File: src/rtl/lfsr_draw_engine.sv
// lfsr_draw_engine: Galois-LFSR number draw engine presenting DRAW_CNT numbers over a valid/ready handshake.
// Define NO_REPEAT_EN to exclude numbers already accepted in the current draw.
module lfsr_draw_engine #(
   parameter int               WIDTH    = 8,
   parameter logic [WIDTH-1:0] SEED     = 8'h89,
   parameter logic [WIDTH-1:0] TAPS     = 8'hF3,
   parameter int               MIN_VAL  = 1,
   parameter int               MAX_VAL  = 73,
   parameter int               DRAW_CNT = 6
) (
   input  logic                         clk,
   input  logic                         rst,
   input  logic                         start,
   input  logic                         abort,
   input  logic                         seed_load,
   input  logic [WIDTH-1:0]             seed_in,
   input  logic                         num_ready,
   output logic [WIDTH-1:0]             num_out,
   output logic                         num_valid,
   output logic [$clog2(DRAW_CNT+1)-1:0] draw_idx,
   output logic                         busy,
   output logic                         done,
   output logic [WIDTH-1:0]             lfsr_state
);
   localparam int NUM = MAX_VAL - MIN_VAL + 1;
   localparam int DW  = $clog2(DRAW_CNT + 1);
   typedef enum logic [1:0] {IDLE, SEARCH, PRESENT, DONE} state_t;
   state_t state, state_nxt;
   logic [WIDTH-1:0] lfsr;
   logic in_range, hit, hs, last;
   assign lfsr_state = lfsr;
   assign busy       = state != IDLE;
   assign num_valid  = state == PRESENT;
   assign done       = state == DONE;
   assign in_range   = lfsr >= WIDTH'(MIN_VAL) && lfsr <= WIDTH'(MAX_VAL);
   assign hs         = num_valid && num_ready && !abort;
   assign last       = draw_idx == DW'(DRAW_CNT - 1);
   // Bit 0 of TAPS is ignored: the feedback bit always re-enters at position 0.
   always_ff @(posedge clk)
      if (rst) lfsr <= SEED;
      else if (seed_load) lfsr <= seed_in == '0 ? SEED : seed_in;
      else lfsr <= {lfsr[WIDTH-2:0], lfsr[WIDTH-1]} ^ ({WIDTH{lfsr[WIDTH-1]}} & {TAPS[WIDTH-1:1], 1'b0});
`ifdef NO_REPEAT_EN
   localparam int IW = NUM > 1 ? $clog2(NUM) : 1;
   logic [NUM-1:0] used;
   assign hit = in_range && !used[IW'(lfsr - WIDTH'(MIN_VAL))];
   always_ff @(posedge clk)
      if (rst || (state == IDLE && start)) used <= '0;
      else if (hs) used[IW'(num_out - WIDTH'(MIN_VAL))] <= 1'b1;
`else
   assign hit = in_range;
`endif
   always_ff @(posedge clk)
      if (rst) state <= IDLE;
      else state <= state_nxt;
   always_comb begin
      state_nxt = state;
      case (state)
         IDLE:    state_nxt = start ? SEARCH : IDLE;
         SEARCH:  state_nxt = abort ? IDLE : hit ? PRESENT : SEARCH;
         PRESENT: state_nxt = abort ? IDLE : !num_ready ? PRESENT : last ? DONE : SEARCH;
         default: state_nxt = IDLE;
      endcase
   end
   always_ff @(posedge clk)
      if (rst) begin
         num_out  <= '0;
         draw_idx <= '0;
      end else begin
         if (state == IDLE && start) draw_idx <= '0;
         if (state == SEARCH && hit) num_out <= lfsr;
         if (hs) draw_idx <= draw_idx + 1'b1;
      end
endmodule

File: config.mk
export PLATFORM = sky130hd
export DESIGN_NAME = lfsr_draw_engine
export DESIGN_NICKNAME = d
export VERILOG_FILES = /design/src/rtl/lfsr_draw_engine.sv
export SDC_FILE = /design/constraint.sdc
export NUM_CORES = 1
export LEC_CHECK = 0
export CAP_MARGIN = 0
export CORE_UTILIZATION = 44
export DETAILED_ROUTE_END_ITERATION = 16
export PLACE_DENSITY = 0.77
export REMOVE_ABC_BUFFERS = 1
export SLEW_MARGIN = 0
export SYNTH_ARGS = -nofsm -noshare
export SYNTH_HDL_FRONTEND = slang
export SYNTH_SLANG_ARGS = --single-unit
File: constraint.sdc
create_clock -name clk -period 2.1 [get_ports clk]
set_clock_uncertainty 0.2 [all_clocks]
set_input_delay 0.21 -clock clk [delete_from_list [all_inputs] [get_ports clk]]
set_output_delay 0.21 -clock clk [all_outputs]
set_load 0.005 [all_outputs]
Word level (Yosys, flattened, before mapping)
Cells that the tools add are included.

Bits of input ports: 14. Flip-flop bits (word level): 21.

Bitwise logic cells: 1. Multiplexer cells: 11. $add $sub $neg: 1. Magnitude comparators: 2. Equality and inequality tests: 4. Reductions and logical operators: 10.

Operators by type and width (number): 2-to-1 mux 8 bit (2); 2-to-1 mux 2 bit (5); >= comparator 8 x 1 -> 1 bit, second input constant (1); <= comparator 8 x 7 -> 1 bit, second input constant (1); logical NOT 8 bit (1); bitwise XOR 8 bit (1); 2-to-1 mux 3 bit (2); case mux 2 bit (3 select lines) (1); logical AND 1 bit (5); equality test 2 bit, second input constant (2); nonzero test 2 bit (2); adder 3 x 1 -> 3 bit, second input constant (1); equality test 3 bit, second input constant (1); equality test 2 x 1 -> 1 bit, second input constant (1); logical NOT 2 bit (1); logical NOT 1 bit (1); 2-to-1 mux 1 bit (1).

Depth between registers and ports, before layout
Gate-level depths: netlist (run 1).

Depth after elaboration: 5. Depth in mapped cells: 8. Gate-level depth less buffers: 6.

Worst setup path before layout (run 1)
Ideal clock, no wire load.

Path type: reg-to-reg. Start: register lfsr[7], in the netlist lfsr_state[7]. End: register state[1]. Arrival: 1546 ps. Setup slack: 240 ps. Stages on the path, launching flop included: 9. Data required time: 1785 ps. Setup time: 115 ps. Clock period less this slack: 1860 ps. Cells stage by stage: dfxtp_1 -> buf_4 -> inv_1 -> ha_1 -> and2_1 -> a21o_1 -> and4_1 -> buf_6 -> o21a_1.

Cells in the longest elaborated chain, start to end: 5. Elaborated cells on any way between the ends: 6. Those cells by class: order compare (2); mux (3); reduce/logical (1).

Ends and longest elaborated chain: start, declared (RTL line 29) `logic [WIDTH-1:0] lfsr;`; start signal, assigned (RTL line 41) `else if (seed_load) lfsr <= seed_in == '0 ? SEED : seed_in;`; start signal, assigned (RTL line 42) `else lfsr <= {lfsr[WIDTH-2:0], lfsr[WIDTH-1]} ^ ({WIDTH{lfsr[WIDTH-1]}} & {TAPS[WIDTH-1:1], 1'b0});`; >= comparator 8 x 1 -> 1 bit / <= comparator 8 x 7 -> 1 bit (equally long branches) (RTL line 35) `assign in_range = lfsr >= WIDTH'(MIN_VAL) && lfsr <= WIDTH'(MAX_VAL);`; logical AND 1 bit * (RTL line 35); 2-to-1 mux 2 bit * (2 in series) (RTL line 60) `SEARCH: state_nxt = abort ? IDLE : hit ? PRESENT : SEARCH;`; case mux 2 bit (3 select lines) * (RTL line 58) `case (state)`; end signal, assigned (RTL line 55) `else state <= state_nxt;`; end, declared (RTL line 28) `state_t state, state_nxt;`.

Every way passes the cells marked *; elsewhere a longest branch is shown, timed or not. A chain may end at the register's enable or synchronous reset.

Worst setup path after layout (run 1)
Start: register lfsr[7], in the netlist lfsr_state[7]. End: register num_out[3].

Cells in the longest elaborated chain, start to end: 3. Elaborated cells on any way between the ends: 4. Those cells by class: order compare (2); reduce/logical (2).

Ends and longest elaborated chain: >= comparator 8 x 1 -> 1 bit / <= comparator 8 x 7 -> 1 bit (equally long branches) (RTL line 35); logical AND 1 bit * (RTL line 35); logical AND 1 bit * (RTL line 71) `if (state == SEARCH && hit) num_out <= lfsr;`; end signal, assigned (RTL line 71); end, declared (RTL line 18) `output logic [WIDTH-1:0] num_out,`.

Marked as above.

==> results of run 1 <==
[worst max path at each step]
stage,startpoint,end,slack (ns),depth (start not counted)
after floorplan,lfsr_state[7],num_out[0],0.05,6
after global placement,seed_in[2],lfsr_state[7],0.26,5
after detailed placement,lfsr_state[7],num_out[7],0.20,7
after CTS,lfsr_state[6],num_out[7],0.18,7
after global routing,lfsr_state[7],num_out[4],0.02,7
final,lfsr_state[7],num_out[3],0.19,7
[report_power, final]
group          internal (W)  switching [W]
Combinational     0.0000960      0.0000594
Clock             0.0000742       0.000121
Sequential         0.000416      0.0000226
Total              0.000586       0.000203
[kinds of logic (layout without fill, tap and decap cells)]
family,count (synthesis),in the layout,share of synthesized area [%]
AO/OA/AOI/OAI,15,15,8.72
XOR/XNOR,5,5,4.07
adder cells (fa/ha/maj),5,5,5.81
buffers and inverters,9,45,4.19
flip-flops,21,21,39.1
multiplexers,10,10,9.30
AND/OR/NAND/NOR,52,52,28.8
[flip-flops by register name, indices dropped and copies added, names as in the netlist]
name,count
num_out,8
draw_idx,3
state,2
lfsr_state,8
[critical path, delay by kind of cell, from the launching register on]
kind                     cells  cell delay [ns]
buffers and inverters        2             0.28
flip-flops                   1             0.35
AO/OA/AOI/OAI                1             0.18
adder cells (fa/ha/maj)      1             0.19
AND/OR/NAND/NOR              2             0.45
multiplexers                 1             0.19
[layout make-up]
| type | count | area, µm² |
|---|---|---|
| clock buffer | 4 | 26.3 |
| sequential | 21 | 420 |
| inverter | 3 | 11.3 |
| timing repair buffer | 38 | 373 |
| multi-input combinational | 87 | 611 |
| tap | 28 | 35.0 |
| fill | 212 | 778 |
[per-stage QoR]
| stage | setup WS [ns] | instances | power [W] | cell area (µm²) | hold slack [ns] |
|---|---|---|---|---|---|
| 3_3_place_gp | 0.264 | 177 | 0.000599 | 1450 | 0.260 |
| 6_report | 0.190 | 181 | 0.000789 | 1480 | 0.283 |
| 3_5_place_dp | 0.201 | 177 | 0.000604 | 1450 | 0.264 |
| 4_1_cts | 0.176 | 181 | 0.000795 | 1480 | 0.284 |
| 2_1_floorplan | 0.0510 | 111 | 0.000513 | 1040 | 0.0824 |
| 5_1_grt | 0.0189 | 181 | 0.000832 | 1480 | 0.309 |
[per-layer routing]
| layer | vias up | share of wire (%) | global-route usage, % |
|---|---|---|---|
| li1 | 470 | - | - |
| met1 | 429 | 44 | 24.0 |
| met3 | 4 | 5.2 | 2.68 |
| met4 | 0 | 2.0 | 10.8 |
| met5 | - | 0 | 0 |
| met2 | 30 | 48 | 33.5 |
[synth_stat cells, drive strengths merged, types with 2 or more instances]
library cell | count | share of area, %
dfxtp | 21 | 39
nand2b | 19 | 11
nor2 | 13 | 4.5
mux2i | 10 | 9.3
a21oi | 5 | 2.3
ha | 5 | 5.8
xnor2 | 4 | 3.3
buf | 3 | 2.1
clkbuf | 3 | 1.0
inv | 3 | 1.0
o22ai | 3 | 1.7
and2 | 2 | 1.2
nand2 | 2 | 0.70
nor2b | 2 | 1.2
nor3 | 2 | 0.93
o21ai | 2 | 0.93
or2 | 2 | 1.2
or4 | 2 | 1.4
==> impl_metrics.toml, run 1 <==
[run_status]
status = "completed"

[clocking]
cts_resized = 0
cts_hold_buf = 0
clockBufferDepth = 2
clk_pin_slew_worst_paths_ns = 0.10
cts_tree = "done"
htree_levels = 1
cts_root_buf = "clkbuf_4"
postCtsSetupBuffers = 0
clk-insertion-delay-late_ns = 0.31
cts_sinks = 21
numCtsBuffers = 3

[die]
die_x_um = 51.5
num_io_pins = 36
core.rowCount = 17
initial_core_util_pct = 47.7
dieArea_um2 = 2650
design.core.area_um2 = 2250
die_y_um = 51.5

[route]
drt_pass1_iterations = 4
antenna_left = 0
vias = 933
drt-total-wl_mm = 2.26
via_per_inst = 5.15
drc = 0
wire_per_inst_um = 12.5
drt_iter0_markers = 9

[critical_path]
cp_cell_sequence = "inv_1 -> ha_1 -> and2_1 -> a32oi_1 -> and4_1 -> buf_4 -> mux2i_1"
worstRegToRegCells = 7
required_ns = 2.13
r2r_slack_ns = 0.19
timing.rr.start = "lfsr_state[7]"
cp.arrival_ns = 1.94
r2r_end = "num_out[3]"
end_kind = "flip-flop"
path_max_fanout = 7
worstSetupPathType = "reg2reg"
max_stage_delay_ns = 0.35
worst_path_max_delay_cell = "dfxtp_1"
start_kind = "flip-flop"

[placement]
dp_hpwl_mm = 1.68
gp_congestion = 0.720
io_buffer_count = 35

[synth]
synthArstFlopShare_pct = 0
ys_seq_elements = 21
avgSynthCellArea_um2 = 9.20
yosysSeqAreaShare_pct = 39.1
synthCells = 117
yosysWarnings = 0
synth-edff-count = 0
synth_cell_types = 36
synthFlopType = "dfxtp_1"
synthesis.area_um2 = 1080

[sta]
max_freq_mhz = 524
period_share_pct = 90.9
fin_tns_setup_ns = 0
relSlewSlack_pct = 71.9
rsz0062_at_grt = "no"
finalMaxSlewViolations = 0
min_period_ns = 1.91
worst_pin_slew_ns = 0.420
setup-violations-final = 0
finalHoldViolCount = 0

[cells_and_area]
post-route-util_pct = 65.5
nNetsFinal = 173
drive_gt1_share_pct = 5.88
antenna_cells = 0
final_cell_mix = "clkdlybuf4s50_1 (35), dfxtp_1 (21), nand2b_1 (19)"
syn2layout_area_growth_pct = 37.2
final_common_cell = "clkdlybuf4s50_1"

[power]
ir_drop_mv = 0.421
p_leak_nw = 0.550
power_density_nw_per_um2 = 534

[min_path]
hold_end = "num_out[6]"
hp-start = "num_out[6]"
hold-path-cell-count = 2
min_path_type = "reg2reg"

[grt]
first_global_vias = 858
overflow = 0
antenna_found_initial = 0
grt_pass1_wl_mm = 3.84
grt.total_usage_pct = 19.8
grt_max_degree = 31

[flow_run]
maxCapViolCount = 0
(Power assumes the default switching activity.)
==> run 2: changes to the inputs <==
ABC_AREA = 1   (was not set)
CORE_UTILIZATION = 46   (was 44)
PLACE_DENSITY = 0.79   (was 0.77)
==> run 2 against run 1 <==
Wire length rose by 13%; clock power barely moved; hold slack improved by 0.016 ns; worst setup slack improved by 0.023 ns; flip-flop and latch count did not move; design area rose by 7.0%; critical path depth fell by 4; combinational power rose by 38%; die area rose by 4.6%; first-iteration DRC count rose by 100%; sequential share of layout area fell by 1.9 points; maximum frequency rose by 1.2%; critical endpoint is now num_valid.
==> impl_metrics.toml, run 2 <==
[cells_and_area]
nNetsFinal = 229
finalInstanceArea_um2 = 1580
final_cell_mix = "inv_1 (39), clkdlybuf4s50_1 (35), nand2_1 (34)"
drive_gt1_share_pct = 7.66
antenna_cells = 0
syn2layout_area_growth_pct = 34.1
final_common_cell = "inv_1"
post-route-util_pct = 68.2

[sta]
finalHoldViolCount = 0
fin_tns_setup_ns = 0
min_period_ns = 1.89
fin_ws_ns = 0.213
max_freq_mhz = 530
relSlewSlack_pct = 74.1
whs_ns = 0.299
setup-violations-final = 0
rsz0062_at_grt = "no"
period_share_pct = 89.8
worst_pin_slew_ns = 0.387
finalMaxSlewViolations = 0

[min_path]
min_path_type = "reg2reg"

[clocking]
cts_root_buf = "clkbuf_4"
cts_resized = 0
clk-insertion-delay-late_ns = 0.29
postCtsSetupBuffers = 0
numCtsBuffers = 3
cts_hold_buf = 0
clk_pin_slew_worst_paths_ns = 0.11
cts_sinks = 21
cts_tree = "done"
clockBufferDepth = 2
htree_levels = 1

[critical_path]
required_ns = 1.69
end_kind = "output pin"
path_max_fanout = 4
cp.arrival_ns = 1.48
start_kind = "flip-flop"
worstSetupPathType = "reg2out"

[power]
power_density_nw_per_um2 = 537
swShare_pct = 29.3
intPower_w = 0.000600
p_sw_w = 0.000248
ir_drop_mv = 0.466
p_leak_nw = 0.752
p_clk_share_pct = 22.6
power_frac_comb_pct = 25.2
pwr-share-seq_pct = 52.2

[grt]
grt_max_degree = 15
grt.total_usage_pct = 20.6
grt_pass1_wl_mm = 4.24
first_global_vias = 1033
antenna_found_initial = 0
overflow = 0

[route]
via_per_inst = 4.82
antenna_left = 0
drc = 0
drt-total-wl_mm = 2.56
drt_pass1_iterations = 4
wire_per_inst_um = 10.8
drt_iter0_markers = 18
vias = 1143

[synth]
synthesis.area_um2 = 1180
synth-edff-count = 0
synth_top_area_share_pct = 35.7
netlist_top_cells_count = "inv_1 (39), nand2_1 (34), dfxtp_1 (21)"
synthFlopType = "dfxtp_1"
yosys.area.top_type = "dfxtp_1"
synthCells = 173
avgSynthCellArea_um2 = 6.81
yosysSeqAreaShare_pct = 35.7
synth_cell_types = 22
synth_most_common_cell = "inv_1"
ys_seq_elements = 21
synthArstFlopShare_pct = 0
yosysWarnings = 0
synth_area_leaders = "dfxtp_1 (36%), inv_1 (12%), nand2_1 (11%), ha_1 (5.3%), a21oi_1 (4.7%)"

[placement]
pre_cts_ws_ns = 0.431
gp_congestion = 0.779
placed_area_um2 = 1550
io_buffer_count = 35
dp_hpwl_mm = 2.07

[die]
core.rowCount = 17
design.core.area_um2 = 2320
initial_core_util_pct = 50.8
num_io_pins = 36
die_x_um = 52.6
dieArea_um2 = 2770
die_y_um = 52.6

[run_status]
status = "completed"

[flow_run]
maxCapViolCount = 0
==> run 2: cell count changes after synthesis, sizes merged, moves of 7 or more <==
cell	delta
mux2i	-10
inv	+41
nand2b	-19
nand2	+34
nand4	+8
o21ai	+7
nand3	+8
==> run 2: cells by family (layout without fill, tap and decap cells) <==
group | count (synthesis) | after routing | synth area share (%)
AND/OR/NAND/NOR | 72 | 72 | 30.0
flip-flops | 21 | 21 | 35.7
XOR/XNOR | 5 | 5 | 3.72
buffers and inverters | 48 | 84 | 15.5
AO/OA/AOI/OAI | 22 | 22 | 9.77
adder cells (fa/ha/maj) | 5 | 5 | 5.31
==> run 2: critical path, cell delays in order, from the launching register on <==
cell and delay [ns]:
dfxtp_1 0.45, inv_2 0.09, nor2_4 0.12, clkdlybuf4s50_1 0.53
==> run 2: final cells by class <==
type,count,area (µm²)
fillers,216,738
multi-input cells,104,576
inverters,44,165
repair buffers,36,358
flip-flops and latches,21,420
clock buffers,4,26.3
well taps,28,35.0
==> run 2: path summary, 6_finish.rpt <==
| kind | to | cells after the start | startpoint | slack (ns) |
|---|---|---|---|---|
| worst max-delay path | num_valid | 3 | state[1] | 0.21 |
| worst min-delay path | draw_idx[1] | 2 | draw_idx[1] | 0.30 |
| worst max register to register | num_out[1] | 10 | lfsr_state[7] | 0.42 |
| worst min register to register | draw_idx[1] | 2 | draw_idx[1] | 0.30 |
==> run 2: routing by layer <==
layer | vias to the layer above | GRT usage [%] | share of wire, %
li1 | 598 | - | -
met1 | 511 | 24.6 | 45
met2 | 30 | 37.6 | 51
met3 | 4 | 2.61 | 3.2
met4 | 0 | 6.58 | 1.4
met5 | - | 0 | 0
==> run 2: power by group through the flow <==
| stage | combinational [W] | clock, W | sequential, W |
|---|---|---|---|
| 4_1_cts | 0.000215 | 0.000197 | 0.000443 |
| 6_report | 0.000214 | 0.000192 | 0.000443 |
| 3_5_place_dp | 0.000213 | 0 | 0.000452 |
| 3_3_place_gp | 0.000207 | 0 | 0.000451 |
| 2_1_floorplan | 0.000107 | 0 | 0.000454 |
| 5_1_grt | 0.000240 | 0.000217 | 0.000446 |
==> run 2: stage by stage <==
step	total power (W)	std cells
2_1_floorplan	0.000561	169
3_3_place_gp	0.000658	233
3_5_place_dp	0.000665	233
4_1_cts	0.000855	237
5_1_grt	0.000903	237
6_report	0.000848	237
